## src/rtl/seq_pkg.sv

```systemverilog
// Shared definitions for the RV32-subset datapath sequencer: FSM states,
// opcode/funct constants, ALU opcodes, immediate formats, status flag indices
// and the registered control bundle produced by the decoder.
package seq_pkg;

    typedef enum logic [2:0] {
        S_IDLE,
        S_FETCH,
        S_DECODE,
        S_EXEC,
        S_MEM,
        S_WB,
        S_HALT
    } state_t;

    typedef enum logic [2:0] {
        CLS_ALU,
        CLS_LW,
        CLS_SW,
        CLS_BR,
        CLS_HALT
    } instr_class_t;

    localparam logic [6:0] OP_R   = 7'b0110011;
    localparam logic [6:0] OP_I   = 7'b0010011;
    localparam logic [6:0] OP_LW  = 7'b0000011;
    localparam logic [6:0] OP_SW  = 7'b0100011;
    localparam logic [6:0] OP_BR  = 7'b1100011;
    localparam logic [6:0] OP_SYS = 7'b1110011;

    localparam logic [6:0] F7_BASE = 7'b0000000;
    localparam logic [6:0] F7_ALT  = 7'b0100000;
    localparam logic [2:0] F3_WORD = 3'b010;

    localparam logic [2:0] F3_BEQ = 3'b000;
    localparam logic [2:0] F3_BNE = 3'b001;
    localparam logic [2:0] F3_BLT = 3'b100;
    localparam logic [2:0] F3_BGE = 3'b101;

    localparam logic [3:0] ALU_ADD = 4'b0000;
    localparam logic [3:0] ALU_SUB = 4'b0001;
    localparam logic [3:0] ALU_AND = 4'b0010;
    localparam logic [3:0] ALU_OR  = 4'b0011;
    localparam logic [3:0] ALU_XOR = 4'b0100;
    localparam logic [3:0] ALU_SLL = 4'b0101;
    localparam logic [3:0] ALU_SRL = 4'b0110;
    localparam logic [3:0] ALU_SLT = 4'b0111;

    localparam logic [1:0] IMM_I = 2'd0;
    localparam logic [1:0] IMM_S = 2'd1;
    localparam logic [1:0] IMM_B = 2'd2;

    localparam int STATUS_Z = 0;
    localparam int STATUS_N = 1;
    localparam int STATUS_C = 2;
    localparam int STATUS_V = 3;

    typedef struct packed {
        logic [3:0]   alu_op;
        logic         alu_src;
        logic         mem_to_reg;
        logic [1:0]   immselect;
        instr_class_t cls;
        logic [2:0]   funct3;
    } ctrl_t;

    // Branch outcome from the ALU flags of the SUB comparison
    function automatic logic branch_taken(input logic [2:0] funct3, input logic [3:0] status);
        logic lt;
        lt = status[STATUS_N] ^ status[STATUS_V];
        case (funct3)
            F3_BEQ:  return status[STATUS_Z];
            F3_BNE:  return !status[STATUS_Z];
            F3_BLT:  return lt;
            F3_BGE:  return !lt;
            default: return 1'b0;
        endcase
    endfunction

endpackage

```

## src/rtl/datapath_sequencer_if.sv

```systemverilog
// Control bus between the sequencer (master) and the datapath (slave).
// Optional feature macro: SEQ_PERF_CNT_EN adds the cycle/instret counters.
interface datapath_sequencer_if;
    logic        run;
    logic [31:0] instr;
    logic [3:0]  status;
    logic        RegWrite;
    logic        PCSrc;
    logic        ALUSrc;
    logic [3:0]  ALU_operation;
    logic        write;
    logic        MemtoReg;
    logic [1:0]  immselect;
    logic        pc_en;
    logic        busy;
    logic        halted;
    logic        illegal;
`ifdef SEQ_PERF_CNT_EN
    logic [31:0] cycle_cnt;
    logic [31:0] instret_cnt;
`endif

    modport master (
        input  run, instr, status,
        output RegWrite, PCSrc, ALUSrc, ALU_operation, write, MemtoReg, immselect,
               pc_en, busy, halted, illegal
`ifdef SEQ_PERF_CNT_EN
        , output cycle_cnt, instret_cnt
`endif
    );

    modport slave (
        output run, instr, status,
        input  RegWrite, PCSrc, ALUSrc, ALU_operation, write, MemtoReg, immselect,
               pc_en, busy, halted, illegal
`ifdef SEQ_PERF_CNT_EN
        , input cycle_cnt, instret_cnt
`endif
    );
endinterface

```

## src/rtl/seq_decode.sv

```systemverilog
// Combinational instruction decoder: instr -> control fields, class, illegal.
module seq_decode
    import seq_pkg::*;
(
    input  logic [31:0] instr,
    output ctrl_t       ctrl,
    output logic        illegal
);
    logic [6:0] opcode;
    logic [2:0] funct3;
    logic [6:0] funct7;
    logic [3:0] alu_op;
    logic       alu_ok;
    logic       unused_fields;

    assign opcode = instr[6:0];
    assign funct3 = instr[14:12];
    assign funct7 = instr[31:25];
    // Register indices and immediate bits belong to the datapath, not to control
    assign unused_fields = ^{instr[24:15], instr[11:7]};

    // ALU operation shared by R and I formats, with funct7 legality
    always_comb begin
        alu_op = ALU_ADD;
        alu_ok = 1'b1;
        case (funct3)
            3'b000:  alu_op = (opcode == OP_R && funct7 == F7_ALT) ? ALU_SUB : ALU_ADD;
            3'b111:  alu_op = ALU_AND;
            3'b110:  alu_op = ALU_OR;
            3'b100:  alu_op = ALU_XOR;
            3'b001:  alu_op = ALU_SLL;
            3'b101:  alu_op = ALU_SRL;
            3'b010:  alu_op = ALU_SLT;
            default: alu_ok = 1'b0;
        endcase
        if (opcode == OP_R) begin
            if (!(funct7 == F7_BASE || (funct7 == F7_ALT && funct3 == 3'b000)))
                alu_ok = 1'b0;
        end else if (funct3 == 3'b101 && funct7 != F7_BASE) begin
            // I-format ignores funct7 except for the shift-right immediate
            alu_ok = 1'b0;
        end
    end

    // Per-opcode control fields
    always_comb begin
        ctrl.alu_op     = ALU_ADD;
        ctrl.alu_src    = 1'b0;
        ctrl.mem_to_reg = 1'b0;
        ctrl.immselect  = IMM_I;
        ctrl.cls        = CLS_ALU;
        ctrl.funct3     = funct3;
        illegal         = 1'b0;
        case (opcode)
            OP_R: begin
                ctrl.alu_op     = alu_op;
                ctrl.mem_to_reg = 1'b1;
                illegal         = !alu_ok;
            end
            OP_I: begin
                ctrl.alu_op     = alu_op;
                ctrl.alu_src    = 1'b1;
                ctrl.mem_to_reg = 1'b1;
                illegal         = !alu_ok;
            end
            OP_LW: begin
                ctrl.cls     = CLS_LW;
                ctrl.alu_src = 1'b1;
                illegal      = (funct3 != F3_WORD);
            end
            OP_SW: begin
                ctrl.cls       = CLS_SW;
                ctrl.alu_src   = 1'b1;
                ctrl.immselect = IMM_S;
                illegal        = (funct3 != F3_WORD);
            end
            OP_BR: begin
                ctrl.cls       = CLS_BR;
                ctrl.alu_op    = ALU_SUB;
                ctrl.immselect = IMM_B;
                illegal        = !(funct3 == F3_BEQ || funct3 == F3_BNE ||
                                   funct3 == F3_BLT || funct3 == F3_BGE);
            end
            OP_SYS:  ctrl.cls = CLS_HALT;
            default: illegal  = 1'b1;
        endcase
    end
endmodule

```

## src/rtl/datapath_sequencer.sv

```systemverilog
// Multi-cycle control FSM for the RV32-subset datapath.
// Optional feature macro: SEQ_PERF_CNT_EN (cycle_cnt / instret_cnt outputs).
module datapath_sequencer
    import seq_pkg::*;
#(
    parameter bit RESET_TO_RUN = 1'b0
)
(
    input  logic                  clk,
    input  logic                  reset,
    datapath_sequencer_if.master  bus
);
    state_t state_reg;
    ctrl_t  ctrl_reg;
    ctrl_t  dec_ctrl;
    logic   dec_illegal;
    logic   reg_write_reg;
    logic   write_reg;
    logic   pc_en_reg;
    logic   illegal_reg;
    logic   unused_status;

    seq_decode u_decode (
        .instr   (bus.instr),
        .ctrl    (dec_ctrl),
        .illegal (dec_illegal)
    );

    // Sequencing, control-field capture in DECODE and one-cycle strobes
    always_ff @(posedge clk) begin
        if (reset) begin
            state_reg     <= RESET_TO_RUN ? S_FETCH : S_IDLE;
            ctrl_reg      <= '0;
            reg_write_reg <= 1'b0;
            write_reg     <= 1'b0;
            pc_en_reg     <= 1'b0;
            illegal_reg   <= 1'b0;
        end else begin
            reg_write_reg <= 1'b0;
            write_reg     <= 1'b0;
            pc_en_reg     <= 1'b0;
            case (state_reg)
                S_IDLE:   if (bus.run) state_reg <= S_FETCH;
                S_FETCH:  state_reg <= S_DECODE;
                S_DECODE: begin
                    ctrl_reg <= dec_ctrl;
                    if (dec_illegal) begin
                        state_reg   <= S_HALT;
                        illegal_reg <= 1'b1;
                    end else if (dec_ctrl.cls == CLS_HALT) begin
                        state_reg <= S_HALT;
                    end else begin
                        state_reg <= S_EXEC;
                        pc_en_reg <= (dec_ctrl.cls == CLS_BR);
                    end
                end
                S_EXEC: begin
                    case (ctrl_reg.cls)
                        CLS_BR:  state_reg <= bus.run ? S_FETCH : S_IDLE;
                        CLS_LW:  state_reg <= S_MEM;
                        CLS_SW: begin
                            state_reg <= S_MEM;
                            write_reg <= 1'b1;
                            pc_en_reg <= 1'b1;
                        end
                        default: begin
                            state_reg     <= S_WB;
                            reg_write_reg <= 1'b1;
                            pc_en_reg     <= 1'b1;
                        end
                    endcase
                end
                S_MEM: begin
                    if (ctrl_reg.cls == CLS_LW) begin
                        state_reg     <= S_WB;
                        reg_write_reg <= 1'b1;
                        pc_en_reg     <= 1'b1;
                    end else begin
                        state_reg <= bus.run ? S_FETCH : S_IDLE;
                    end
                end
                S_WB:     state_reg <= bus.run ? S_FETCH : S_IDLE;
                S_HALT:   state_reg <= S_HALT;
                default:  state_reg <= S_IDLE;
            endcase
        end
    end

    // Strobes are masked while reset is high so an aborted instruction never
    // commits in the reset cycle. The branch decision needs the ALU flags of
    // the SUB issued in EXEC, so PCSrc is resolved in that same cycle.
    assign bus.RegWrite      = reg_write_reg & ~reset;
    assign bus.write         = write_reg & ~reset;
    assign bus.pc_en         = pc_en_reg & ~reset;
    assign bus.PCSrc         = ~reset && state_reg == S_EXEC && ctrl_reg.cls == CLS_BR &&
                               branch_taken(ctrl_reg.funct3, bus.status);
    assign bus.ALU_operation = ctrl_reg.alu_op;
    assign bus.ALUSrc        = ctrl_reg.alu_src;
    assign bus.MemtoReg      = ctrl_reg.mem_to_reg;
    assign bus.immselect     = ctrl_reg.immselect;
    assign bus.busy          = (state_reg != S_IDLE) && (state_reg != S_HALT);
    assign bus.halted        = (state_reg == S_HALT);
    assign bus.illegal       = illegal_reg;
    assign unused_status     = bus.status[STATUS_C];

`ifdef SEQ_PERF_CNT_EN
    logic [31:0] cycle_cnt_reg;
    logic [31:0] instret_cnt_reg;

    // Busy-cycle and retired-instruction counters, wrapping naturally
    always_ff @(posedge clk) begin
        if (reset) begin
            cycle_cnt_reg   <= '0;
            instret_cnt_reg <= '0;
        end else begin
            if (bus.busy)  cycle_cnt_reg   <= cycle_cnt_reg + 32'd1;
            if (pc_en_reg) instret_cnt_reg <= instret_cnt_reg + 32'd1;
        end
    end

    assign bus.cycle_cnt   = cycle_cnt_reg;
    assign bus.instret_cnt = instret_cnt_reg;
`endif
endmodule
```

## src/flat_wrapper.sv

```systemverilog
// flat-port wrapper written by rule: the top's interface ports become plain ports
module datapath_sequencer_flat import seq_pkg::*;
#(
    parameter bit RESET_TO_RUN = 1'b0
)
  (clk, reset, bus_run, bus_instr, bus_status, bus_RegWrite, bus_PCSrc, bus_ALUSrc, bus_ALU_operation, bus_write, bus_MemtoReg, bus_immselect, bus_pc_en, bus_busy, bus_halted, bus_illegal);
  datapath_sequencer_if bus_i ();
  input  logic clk;
  input  logic reset;
  input wire logic [$bits(bus_i.run)-1:0] bus_run;
  input wire logic [$bits(bus_i.instr)-1:0] bus_instr;
  input wire logic [$bits(bus_i.status)-1:0] bus_status;
  output wire logic [$bits(bus_i.RegWrite)-1:0] bus_RegWrite;
  output wire logic [$bits(bus_i.PCSrc)-1:0] bus_PCSrc;
  output wire logic [$bits(bus_i.ALUSrc)-1:0] bus_ALUSrc;
  output wire logic [$bits(bus_i.ALU_operation)-1:0] bus_ALU_operation;
  output wire logic [$bits(bus_i.write)-1:0] bus_write;
  output wire logic [$bits(bus_i.MemtoReg)-1:0] bus_MemtoReg;
  output wire logic [$bits(bus_i.immselect)-1:0] bus_immselect;
  output wire logic [$bits(bus_i.pc_en)-1:0] bus_pc_en;
  output wire logic [$bits(bus_i.busy)-1:0] bus_busy;
  output wire logic [$bits(bus_i.halted)-1:0] bus_halted;
  output wire logic [$bits(bus_i.illegal)-1:0] bus_illegal;
  assign bus_i.run = bus_run;
  assign bus_i.instr = bus_instr;
  assign bus_i.status = bus_status;
  assign bus_RegWrite = bus_i.RegWrite;
  assign bus_PCSrc = bus_i.PCSrc;
  assign bus_ALUSrc = bus_i.ALUSrc;
  assign bus_ALU_operation = bus_i.ALU_operation;
  assign bus_write = bus_i.write;
  assign bus_MemtoReg = bus_i.MemtoReg;
  assign bus_immselect = bus_i.immselect;
  assign bus_pc_en = bus_i.pc_en;
  assign bus_busy = bus_i.busy;
  assign bus_halted = bus_i.halted;
  assign bus_illegal = bus_i.illegal;
  datapath_sequencer #(.RESET_TO_RUN(RESET_TO_RUN)) u_core (.clk(clk), .reset(reset), .bus(bus_i));
endmodule
```

## config.mk

```make
export PLATFORM = sky130hd
export DESIGN_NAME = datapath_sequencer_flat
export DESIGN_NICKNAME = d
export VERILOG_FILES = /design/src/rtl/seq_pkg.sv /design/src/rtl/datapath_sequencer_if.sv /design/src/rtl/seq_decode.sv /design/src/rtl/datapath_sequencer.sv /design/src/flat_wrapper.sv
export SDC_FILE = /design/constraint.sdc
export NUM_CORES = 1
export LEC_CHECK = 0
export ABC_AREA = 0
export ABC_CLOCK_PERIOD_IN_PS = 3200
export CORE_MARGIN = 2
export CORE_UTILIZATION = 40
export DETAILED_ROUTE_END_ITERATION = 8
export PLACE_DENSITY = 0.84
export SLEW_MARGIN = 20
export SYNTH_ARGS = -nofsm -noshare
export SYNTH_HDL_FRONTEND = slang
export SYNTH_HIERARCHICAL = 1
export SYNTH_SLANG_ARGS = --single-unit
```

## constraint.sdc

```tcl
create_clock -name clk -period 3.2 [get_ports clk]
set_input_delay 0.96 -clock clk [delete_from_list [all_inputs] [get_ports clk]]
set_output_delay 0.96 -clock clk [all_outputs]
set_load 0.01 [all_outputs]
```

# --- Word level (Yosys, flattened, before mapping) ---
# Index checks and enable logic that the tools add are counted.
classes:
  eq_ne: 30
  mux: 28
  n_bitwise: 6
  n_reduce_logical: 30
op_table:
  columns: ["cell", "count"]
  rows:
  - ["one-hot mux 3 bit (7 select lines)", 2]
  - ["== test 3 bit, second input constant", 10]
  - ["== test 7 x 6 -> 1 bit, second input constant", 3]
  - ["== test 3 x 2 -> 1 bit, second input constant", 6]
  - ["== test 7 bit, second input constant", 2]
  - ["2-to-1 mux 1 bit", 14]
  - ["== test 3 x 1 -> 1 bit, second input constant", 4]
  - ["2-to-1 mux 3 bit", 4]
  - ["one-hot mux 3 bit (4 select lines)", 1]
  - ["OR reduction 2 bit", 5]
  - ["zero test 3 bit", 3]
  - ["one-hot mux 1 bit (4 select lines)", 2]
  - ["one-hot mux 4 bit (2 select lines)", 1]
  - ["== test 7 x 2 -> 1 bit, second input constant", 1]
  - ["== test 7 x 5 -> 1 bit, second input constant", 1]
  - ["logical AND 1 bit", 7]
  - ["zero test 7 bit", 1]
  - ["nonzero test 7 bit", 1]
  - ["OR reduction 7 bit", 1]
  - ["one-hot mux 3 bit (2 select lines)", 1]
  - ["OR reduction 3 bit", 2]
  - ["zero test 1 bit", 4]
  - ["logical OR 1 bit", 4]
  - ["one-hot mux 2 bit (2 select lines)", 1]
  - ["other kinds (10)", 13]
totals:
  ff_bits: 21
  in_bits: 39
  out_inout_bits: 15
  wordCells: 105

# --- Depth between registers and ports, before layout ---
# Gate-level depths: netlist (run 1).
logic_depth:
  ltp_word: 9
  ltp_mapped: 8
  depth_no_buf: 7

# --- Cells and area by module ---
# Netlist (run 1), hierarchy kept.
by_module_without_submodules:
  columns: ["module", "n_inst", "cells_each", "area_each_um2"]
  rows:
  - ["datapath_sequencer", 1, 127, 1044.8]
  - ["seq_decode", 1, 47, 326.6]

# --- Least setup slack after synthesis (run 1) ---
# Ideal clock, no wire load.
synth_path:
  kind: "input port to output port"
  startpoint: "in bus_status[1]"
  endpoint: "out bus_PCSrc"
  arrival_ns: 1.836
  path_slack_ns: 0.404
  path_stages: 3
  path_buffers: 0
  path_cell_list: "xnor2_1 a211o_1 a2111oi_2"
synth_between:
  elab_chain_cells: 4
synth_lines:
  columns: ["item", "line_no", "rtl"]
  rows:
  - ["from (decl)", "flat_wrapper.sv:12", "input wire logic [$bits(bus_i.status)-1:0] bus_status;"]
  - ["bitwise XOR 1 bit *", "seq_pkg.sv:70", "lt = status[STATUS_N] ^ status[STATUS_V];"]
  - ["zero test 1 bit", "seq_pkg.sv:75", "F3_BGE: return !lt;"]
  - ["one-hot mux 1 bit (4 select lines) *", "seq_pkg.sv:71", "case (funct3)"]
  - ["logical AND 1 bit *", "datapath_sequencer.sv:95", "assign bus.PCSrc = ~reset && state_reg == S_EXEC && ctrl_reg.cls == CLS_BR &&"]
  - ["to (decl)", "flat_wrapper.sv:14", "output wire logic [$bits(bus_i.PCSrc)-1:0] bus_PCSrc;"]
# Every way passes the cells marked *; elsewhere a longest branch is shown, timed or not.

# --- Final worst setup path (run 1) ---
layout_path:
  startpoint: "in reset"
  endpoint: "out bus_PCSrc"
layout_between:
  elab_chain_cells: 4
layout_lines:
  columns: ["item", "line_no", "rtl"]
  rows:
  - ["from (decl)", "flat_wrapper.sv:9", "input logic reset;"]
  - ["inverter 1 bit", "datapath_sequencer.sv:95", null]
  - ["logical AND 1 bit (3 in series)", "datapath_sequencer.sv:95", null]
# Every way passes these cells.

==> results of run 1 <==
-- power groups by stage --
stage          logic [W]  registers [W]  clock network [W]
2_1_floorplan   0.000187       0.000301                  0
3_3_place_gp    0.000233       0.000314                  0
3_5_place_dp    0.000238       0.000315                  0
4_1_cts         0.000239       0.000310           0.000131
5_1_grt         0.000265       0.000315           0.000142
6_report        0.000239       0.000310           0.000129
-- layer usage --
| metal | part of all wire [%] | GRT usage, % | vias to the layer above |
|---|---|---|---|
| li1 | - | - | 639 |
| met1 | 46 | 20.11 | 550 |
| met4 | 2.0 | 7.500 | 0 |
| met2 | 47 | 22.98 | 39 |
| met3 | 5.4 | 2.342 | 4 |
| met5 | 0 | 0 | - |
-- timing repair --
action | CTS | global route
resized for setup | 13 | 0
endpoints found under the hold margin | 0 | 0
setup buffers | 0 | 0
endpoints found under the setup margin | 4 | 0
-- final cells by class --
class	count	area, um2	share of cell area [%]
flip-flops and latches	21	420.4	24.35
well taps	46	57.56	3.333
repair buffers	42	399.1	23.12
multi-input cells	127	804.5	46.59
inverters	5	18.77	1.087
clock buffers	4	26.28	1.522
-- stage by stage --
step | cells | setup TNS, ns
floorplan | 174 | 0
global placement | 241 | -0.6606
detailed placement | 241 | -0.7272
CTS | 245 | 0
global route | 245 | 0
finish | 245 | 0
-- worst max-delay path: cells and delay by family --
| kind | cells | cell delay, ns |
|---|---|---|
| AOI/OAI and AO/OA | 1 | 0.34 |
| and+or+nand+nor | 1 | 0.24 |
| buffers and inverters | 2 | 0.63 |
-- kinds of logic after synthesis --
| family | after synthesis | synth area share (%) |
|---|---|---|
| xor+xnor | 4 | 2.555 |
| simple gates | 79 | 33.12 |
| buf+inv | 26 | 12.14 |
| flops | 21 | 30.66 |
| other cells | 1 | 0.2735 |
| compound gates | 41 | 19.80 |
| mux | 2 | 1.460 |
-- synthesized netlist by cell type (2+ instances only) --
| master | n |
|---|---|
| clkbuf_1 | 2 |
| o21ai_0 | 2 |
| nand2_1 | 34 |
| buf_6 | 2 |
| a31oi_1 | 3 |
| and3_1 | 2 |
| nand2b_1 | 4 |
| a211o_1 | 2 |
| o22ai_1 | 2 |
| mux2i_1 | 2 |
| o31ai_1 | 3 |
| xnor2_1 | 3 |
| nor2b_1 | 7 |
| buf_2 | 4 |
| nor3b_1 | 2 |
| dfxtp_1 | 21 |
| nor2_1 | 11 |
| buf_4 | 13 |
| inv_1 | 5 |
| nand4_1 | 2 |
| nor3_1 | 2 |
| a21oi_1 | 19 |
-- how the worst max path moves through the flow --
stage,startpoint,end,cells past startpoint
after global routing,reset,bus_PCSrc,4
after global placement,bus_status[3],bus_PCSrc,5
final,reset,bus_PCSrc,4
after detailed placement,bus_status[1],bus_PCSrc,5
after CTS,reset,bus_PCSrc,4
after floorplan,bus_status[1],bus_PCSrc,3
==> flow_metrics.tcl, run 1 <==
set metrics [dict create \
    status "finished clean" \
    htreeDepth 1 \
    ys.flop_type "dfxtp_1" \
    ys_warn_count 6 \
    cts_buffers 3 \
    largest_register_ffs 6 \
    tightest_slew_ns 0.9175 \
    cts_tree "yes" \
    setup_slack_ns 0.07478 \
    maxSlewHeadroom_pct 38.57 \
    finalWeightedCongestion 0.8911 \
    finalPower_w 0.0006778 \
    layout_commonest_cell "nand2_1" \
    synth_seq_cells 21 \
    p_seq_share_pct 45.7 \
    yosys-top-cells-area "dfxtp_1 31%, nand2_1 9.3%, buf_4 7.1%" \
    grt_overflow 0 \
    switching_share_pct 32.73 \
    ys_async_sr_fraction_pct 0 \
    arrival_ns 2.17 \
    std_cell_rows 21 \
    holdWs_ns 0.4618 \
    final_core_util_pct 52.15 \
    p_clk_share_pct 19.1 \
    p_sw_w 0.0002218 \
    crit_fanout 2 \
    synth_cell_type_count 49 \
    vias_per_cell 5.029 \
    timing.rr.start "u_core/state_reg[1]" \
    power_frac_comb_pct 35.2 \
    critical_path_class "in2out" \
    cp-start-kind "input pin" \
    die_h_um 62.55 \
    p_per_area_nw_per_um2 392.5 \
    yosysSeqAreaShare_pct 30.66 \
    num-nets-final 239 \
    grtUsageTotal_pct 14.90 \
    netlist_instances 174 \
    setup_viol 0 \
    crit_chain "clkdlybuf4s50_1, nand3b_1, a2111oi_4, buf_2" \
    ff2ff_path_depth 4 \
    place_area_um2 1689 \
    end_kind "primary output" \
    drive_gt1_share_pct 11.06 \
    start_util_pct 41.42 \
    first_pass_iters 4 \
    die_w_um 62.55 \
    die_area_um2 3913 \
    root_buffer "clkbuf_4" \
    r2r_end "u_core/pc_en_reg" \
    port_buffers 37 \
    grt_max_degree 23 \
    r2r_setup_slack_ns 1.51 \
    clk_path_buf_depth 2 \
    io_pins 54 \
    first_iter_violations 68 \
    synth_top_area_share_pct 30.66 \
    synth_nets 213 \
    area_growth_syn_to_layout_pct 25.91 \
    clk_pin_slew_worst_paths_ns 0.12 \
    syn_area_um2 1371 \
    antenna_found_initial 0 \
    cpMaxStageDelayCell "clkdlybuf4s50_1" \
    vias 1232 \
    internal-power_w 0.0004560 \
    drc 0 \
    cts_sinks 21 \
    fill_cells 340 \
    hold_start "u_core/bus.ALU_operation[3]" \
    grt_pass1_vias 1080 \
    finalClockSkew_ns 0.003500 \
    avgSynthCellArea_um2 7.881 \
    synth_edf_count 0 \
    core_um2 3311 \
    hold_depth 2 \
    min_to "u_core/bus.ALU_operation[3]" \
    grt_pass1_wl_mm 4.795 \
    stdcell_area_um2 1727 \
    finalHoldViolations 0 \
    place_ws_ns -0.5870 \
    maxCapViolations 0 \
    wl_per_cell_um 11.29 \
    ctsHoldBuffers 0 \
    hp-class "reg2reg" \
    ant_nets 0 \
    place_hpwl_mm 2.075 \
    post-synth-top-area-cell "dfxtp_1" \
    insertedDiodeCount 0 \
    drv_slew 0 \
    worstPathRequired_ns 2.24 \
    period_minus_slack_ns 3.125 \
    mostFrequentLayoutCells "34 x nand2_1, 30 x clkdlybuf4s50_1, 21 x dfxtp_1" \
    leakage_nw 0.6223 \
    fmax_ghz 0.3200 \
    insertion_delay_ns 0.31 \
    cpPeakStageDelay_ns 0.45 \
    ir_drop_mv 0.1447 \
    fin_crit_sh_pct 97.66 \
    wl_mm 2.765 \
    rsz0062_at_grt "false" \
]
Note: power is estimated with default switching activity, not from simulation.
==> run 2: changes to the inputs <==
CORE_MARGIN = 10   (was 2)
==> run 2 against run 1 <==
  * Worst hold slack improved by 0.0011 ns
  * Register-to-register slack got worse by 0.08 ns
  * Global-route usage fell by 4.6 points
  * Critical endpoint unchanged
  * Flip-flop and latch count did not move
==> flow_metrics.tcl, run 2 (synthesis gave the netlist of run 1 again) <==
set metrics [dict create \
    status "finished clean" \
    std_cell_rows 21 \
    clk_pin_slew_worst_paths_ns 0.11 \
    ctsHoldBuffers 0 \
    root_buffer "clkbuf_4" \
    multi_input_area_um2 804.5 \
    io_pins 54 \
    vias 1255 \
    cts_setup_buffers 0 \
    start_util_pct 41.09 \
    grt_pass1_wl_mm 5.361 \
    grt_pass1_vias 1184 \
    die_w_um 78.55 \
    crit_fanout 2 \
    grt_overflow 0 \
    hp-class "reg2reg" \
    core_um2 3337 \
    setup_viol 0 \
    wl_per_cell_um 13.01 \
    drv_slew 0 \
    insertion_delay_ns 0.30 \
    htreeDepth 1 \
    largest_register_ffs 6 \
    area_growth_syn_to_layout_pct 26.82 \
    end_kind "primary output" \
    mostFrequentLayoutCells "34 x nand2_1, 30 x clkdlybuf4s50_1, 21 x dfxtp_1" \
    finalHoldViolations 0 \
    fill_cells 340 \
    clk_path_buf_depth 2 \
    cts_sinks 21 \
    fin_crit_sh_pct 98.42 \
    port_buffers 37 \
    fin_cells 247 \
    die_area_um2 6170 \
    period_minus_slack_ns 3.150 \
    finalPower_w 0.0006834 \
    place_hpwl_mm 2.440 \
    wl_mm 3.213 \
    die_h_um 78.55 \
    antenna_found_initial 0 \
    maxCapViolations 0 \
    arrival_ns 2.19 \
    ir_drop_mv 0.1866 \
    cts_buffers 3 \
    num-nets-final 241 \
    critical_path_class "in2out" \
    fmax_ghz 0.3175 \
    p_per_area_nw_per_um2 392.9 \
    leakage_nw 0.6340 \
    worstPathRequired_ns 2.24 \
    regArea_um2 420.4 \
    dp.cells 243 \
    grtUsageTotal_pct 10.29 \
    first_pass_iters 4 \
    insertedDiodeCount 0 \
    cts_tree "yes" \
    ant_nets 0 \
    first_iter_violations 112 \
    finalClockSkew_ns 0.003886 \
    layout_commonest_cell "nand2_1" \
    drc 0 \
    finalWeightedCongestion 0.8569 \
    cp-start-kind "input pin" \
    vias_per_cell 5.081 \
    grt_max_degree 23 \
    drive_gt1_share_pct 12.44 \
    tightest_slew_ns 0.9534 \
    maxSlewHeadroom_pct 36.16 \
]
run 2: cell types whose count changed in the layout (fill, tap and decap cells not counted), sizes merged:
cell	change
clkbuf	-1
clkinv	+1
buf	+2
run 2: critical path: stages:
cell and delay (ns):
dlygate4sd2_1 0.26, xnor2_2 0.16, a211o_1 0.34, a2111oi_4 0.29, buf_2 0.19
run 2: per-stage QoR:
step | utilization (%) | TNS, ns | worst slack (ns) | instance area, um2 | hold WS [ns]
6_report | 52.12 | 0 | 0.05040 | 1739 | 0.4630
5_1_grt | 52.12 | -0.01635 | -0.01635 | 1739 | 0.4864
4_1_cts | 51.74 | 0 | 0.04739 | 1727 | 0.4668
3_5_place_dp | 51.07 | -0.7180 | -0.6012 | 1704 | 0.4492
3_3_place_gp | 51.07 | -0.7051 | -0.5679 | 1704 | 0.4428
2_1_floorplan | - | 0 | 0.4036 | 1371 | 0.4367
run 2: report_power, final:
group / internal, W / switching (W)
sequential: 0.000284 / 0.0000229
combinational: 0.000126 / 0.000122
clock: 0.0000467 / 0.0000813
run 2: area by class of cell:
cell class	count	share of cell area (%)
Multi-Input combinational cell	127	46.26
Sequential cell	21	24.17
Timing Repair Buffer	44	23.60
Tap cell	46	3.309
Clock buffer	3	1.295
Inverter	5	1.079
Clock inverter	1	0.2878
run 2: layer usage:
layer / wire (um) / vias up / track usage (%)
met5: 0 / - / 0
met4: 21 / 0 / 5.556
met3: 311 / 2 / 3.189
met2: 1505 / 49 / 15.54
met1: 1375 / 564 / 12.72
li1: - / 640 / -
run 2: worst paths after layout:
path                                     from                          end  slack, ns  depth (start not counted)
setup / recovery                bus_status[3]                    bus_PCSrc       0.05                          5
hold / removal    u_core/bus.ALU_operation[1]  u_core/bus.ALU_operation[1]       0.46                          2
setup reg to reg          u_core/state_reg[1]             u_core/pc_en_reg       1.43                          4
hold reg to reg   u_core/bus.ALU_operation[1]  u_core/bus.ALU_operation[1]       0.46                          2
run 2: repair_timing:
action                     4_1_cts  5_1_grt
pin swaps                        1        0
gates resized for setup         12        1
setup endpoints to repair        4        1
==> edit: new RTL, settings of run 2 <==
Encoding of `state_t`: now one-hot (7 bits for 7 states).
--- a/src/rtl/seq_pkg.sv
+++ b/src/rtl/seq_pkg.sv
@@ -3,14 +3,14 @@
 // and the registered control bundle produced by the decoder.
 package seq_pkg;
 
-    typedef enum logic [2:0] {
-        S_IDLE,
-        S_FETCH,
-        S_DECODE,
-        S_EXEC,
-        S_MEM,
-        S_WB,
-        S_HALT
+    typedef enum logic [6:0] {
+        S_IDLE   = 7'b0000001,
+        S_FETCH  = 7'b0000010,
+        S_DECODE = 7'b0000100,
+        S_EXEC   = 7'b0001000,
+        S_MEM    = 7'b0010000,
+        S_WB     = 7'b0100000,
+        S_HALT   = 7'b1000000
     } state_t;
 
     typedef enum logic [2:0] {
Function: same outputs for any inputs over 10 cycles, from zero or initial values and one cycle with reset high; not proved beyond that.
==> edit against run 2 <==
Setup slack better by 78 ps. Final area is 12% higher. Cell count is 6.5% higher. Synthesized cell count is 9.8% higher. Sequential cell count is 4 higher. Count of clock-buffer cells in the layout is 1 higher. First-iteration DRC count is 39% lower. Synthesized area is 15% higher. Utilization is 0.15 points lower. Largest cell class unchanged. Global-route usage is 1.1 points lower. Highest routed layer unchanged. Wire length is 2.2% higher.
Power is not compared: it rests on default switching activity, and its combinational part moved more than twofold at a synthesized area within 25%.
==> edit: results (changes against run 2) <==
[run_status]
outcome=finished, final reports clean

[synth]
synth_sequential_area_ratio_pct=31.7  ; +1.0 points
synth_compound_area_share_pct=17.5  ; -2.3 points
syn_nets=230  ; +8.0%
yosys-mux-area-fraction_pct=0.634  ; -0.83 points
synthTopCellsByArea=sky130_fd_sc_hd__dfxtp_1 (32%), sky130_fd_sc_hd__nand2_1 (5.9%), sky130_fd_sc_hd__a21oi_2 (5.5%)
netlist_top_cells_count=sky130_fd_sc_hd__dfxtp_1 (25), sky130_fd_sc_hd__nand2_1 (25), sky130_fd_sc_hd__nor2_1 (17), sky130_fd_sc_hd__a21oi_1 (11), sky130_fd_sc_hd__buf_4 (11)

[critical_path]
rr_startpoint=u_core/state_reg[4]$_SDFFE_PP0P_
crit_fanout=1  ; -1
path_delay_family=buffers and inverters
critPathSlowestCell=sky130_fd_sc_hd__clkdlybuf4s50_1
timing.critical_path.slowest_cell_delay_ps=420  ; +80 ps

[final_layout]
fillCellCount=383  ; +13%
multi_input_comb_cells=140  ; +10%
clkbuf_count=4  ; +1
layout.area.seq_sq_um=500  ; +19%
buffer_area_share_pct=20.9  ; -2.7 points
final_layout_size_suffix_gt1_share_pct=18.1  ; +5.7 points
clk_share_pct=2.32  ; +0.73 points
multi_input_comb_area_sq_um=915  ; +14%
non_clock_buffer_total_of_the_final_layout=41  ; -6.8%

[global_routing]
grt_pass1_vias=1347  ; +14%
grt_util_met2_pct=14.7  ; -0.88 points
grt_first_pass_wirelength_um=5640  ; +5.3%
groute.layer.met1.usage_pct=10.6  ; -2.1 points

[sta]
fin_worst_skew_ps=4.88  ; +0.990 ps
timing.hold.ws_ps=461  ; -2.27 ps
slew-limit-headroom_pct=50.7  ; +15 points

[placed_design]
place_ws_ps=-476  ; +125 ps
gp_congestion=0.849  ; -0.92%
dp_hpwl_um=2570  ; +5.2%

[clock_network]
clock_latency_ps=260  ; -40 ps
clkTransAtPathRegs_ps=80  ; -30 ps
cts_root_buffer=sky130_fd_sc_hd__clkbuf_8

[worst_hold_path]
hold_path.startpoint=u_core/bus.ALU_operation[0]$_SDFFE_PP0P_
min_to=u_core/bus.ALU_operation[0]$_SDFFE_PP0P_

[detailed_routing]
wl_met3_um=252  ; -19%
postRouteWirelength_um=3280  ; +2.2%

-- edit: cell count changes after synthesis, sizes merged, moves of 3 or more --
cell,before,now
dfxtp,21,25
nand3,1,4
nor2,11,17
nor4,1,6
xor2,1,4
-- edit: kinds of logic after synthesis --
logic type      count (synthesis)
buf+inv                        26
mux                             1
simple gates                   91
other cells                     1
compound gates                 39
flops                          25
xor+xnor                        8
-- edit: metrics by stage --
stage | utilization, % | instance area (sq um) | TNS (ps) | power, mW | instances
final | 52.0 | 1950 | 0 | 0.614 | 263
after global routing | 52.0 | 1950 | 0 | 0.642 | 263
after CTS | 51.6 | 1930 | -89.1 | 0.618 | 263
after detailed placement | 50.4 | 1890 | -767 | 0.438 | 259
after global placement | 50.4 | 1890 | -756 | 0.436 | 259
after floorplan | - | 1580 | 0 | 0.393 | 191
-- edit: repair_timing --
action | in CTS | in global routing
resized for setup | 7 | 4
setup endpoints to repair | 4 | 3
pin swaps | 1 | 0
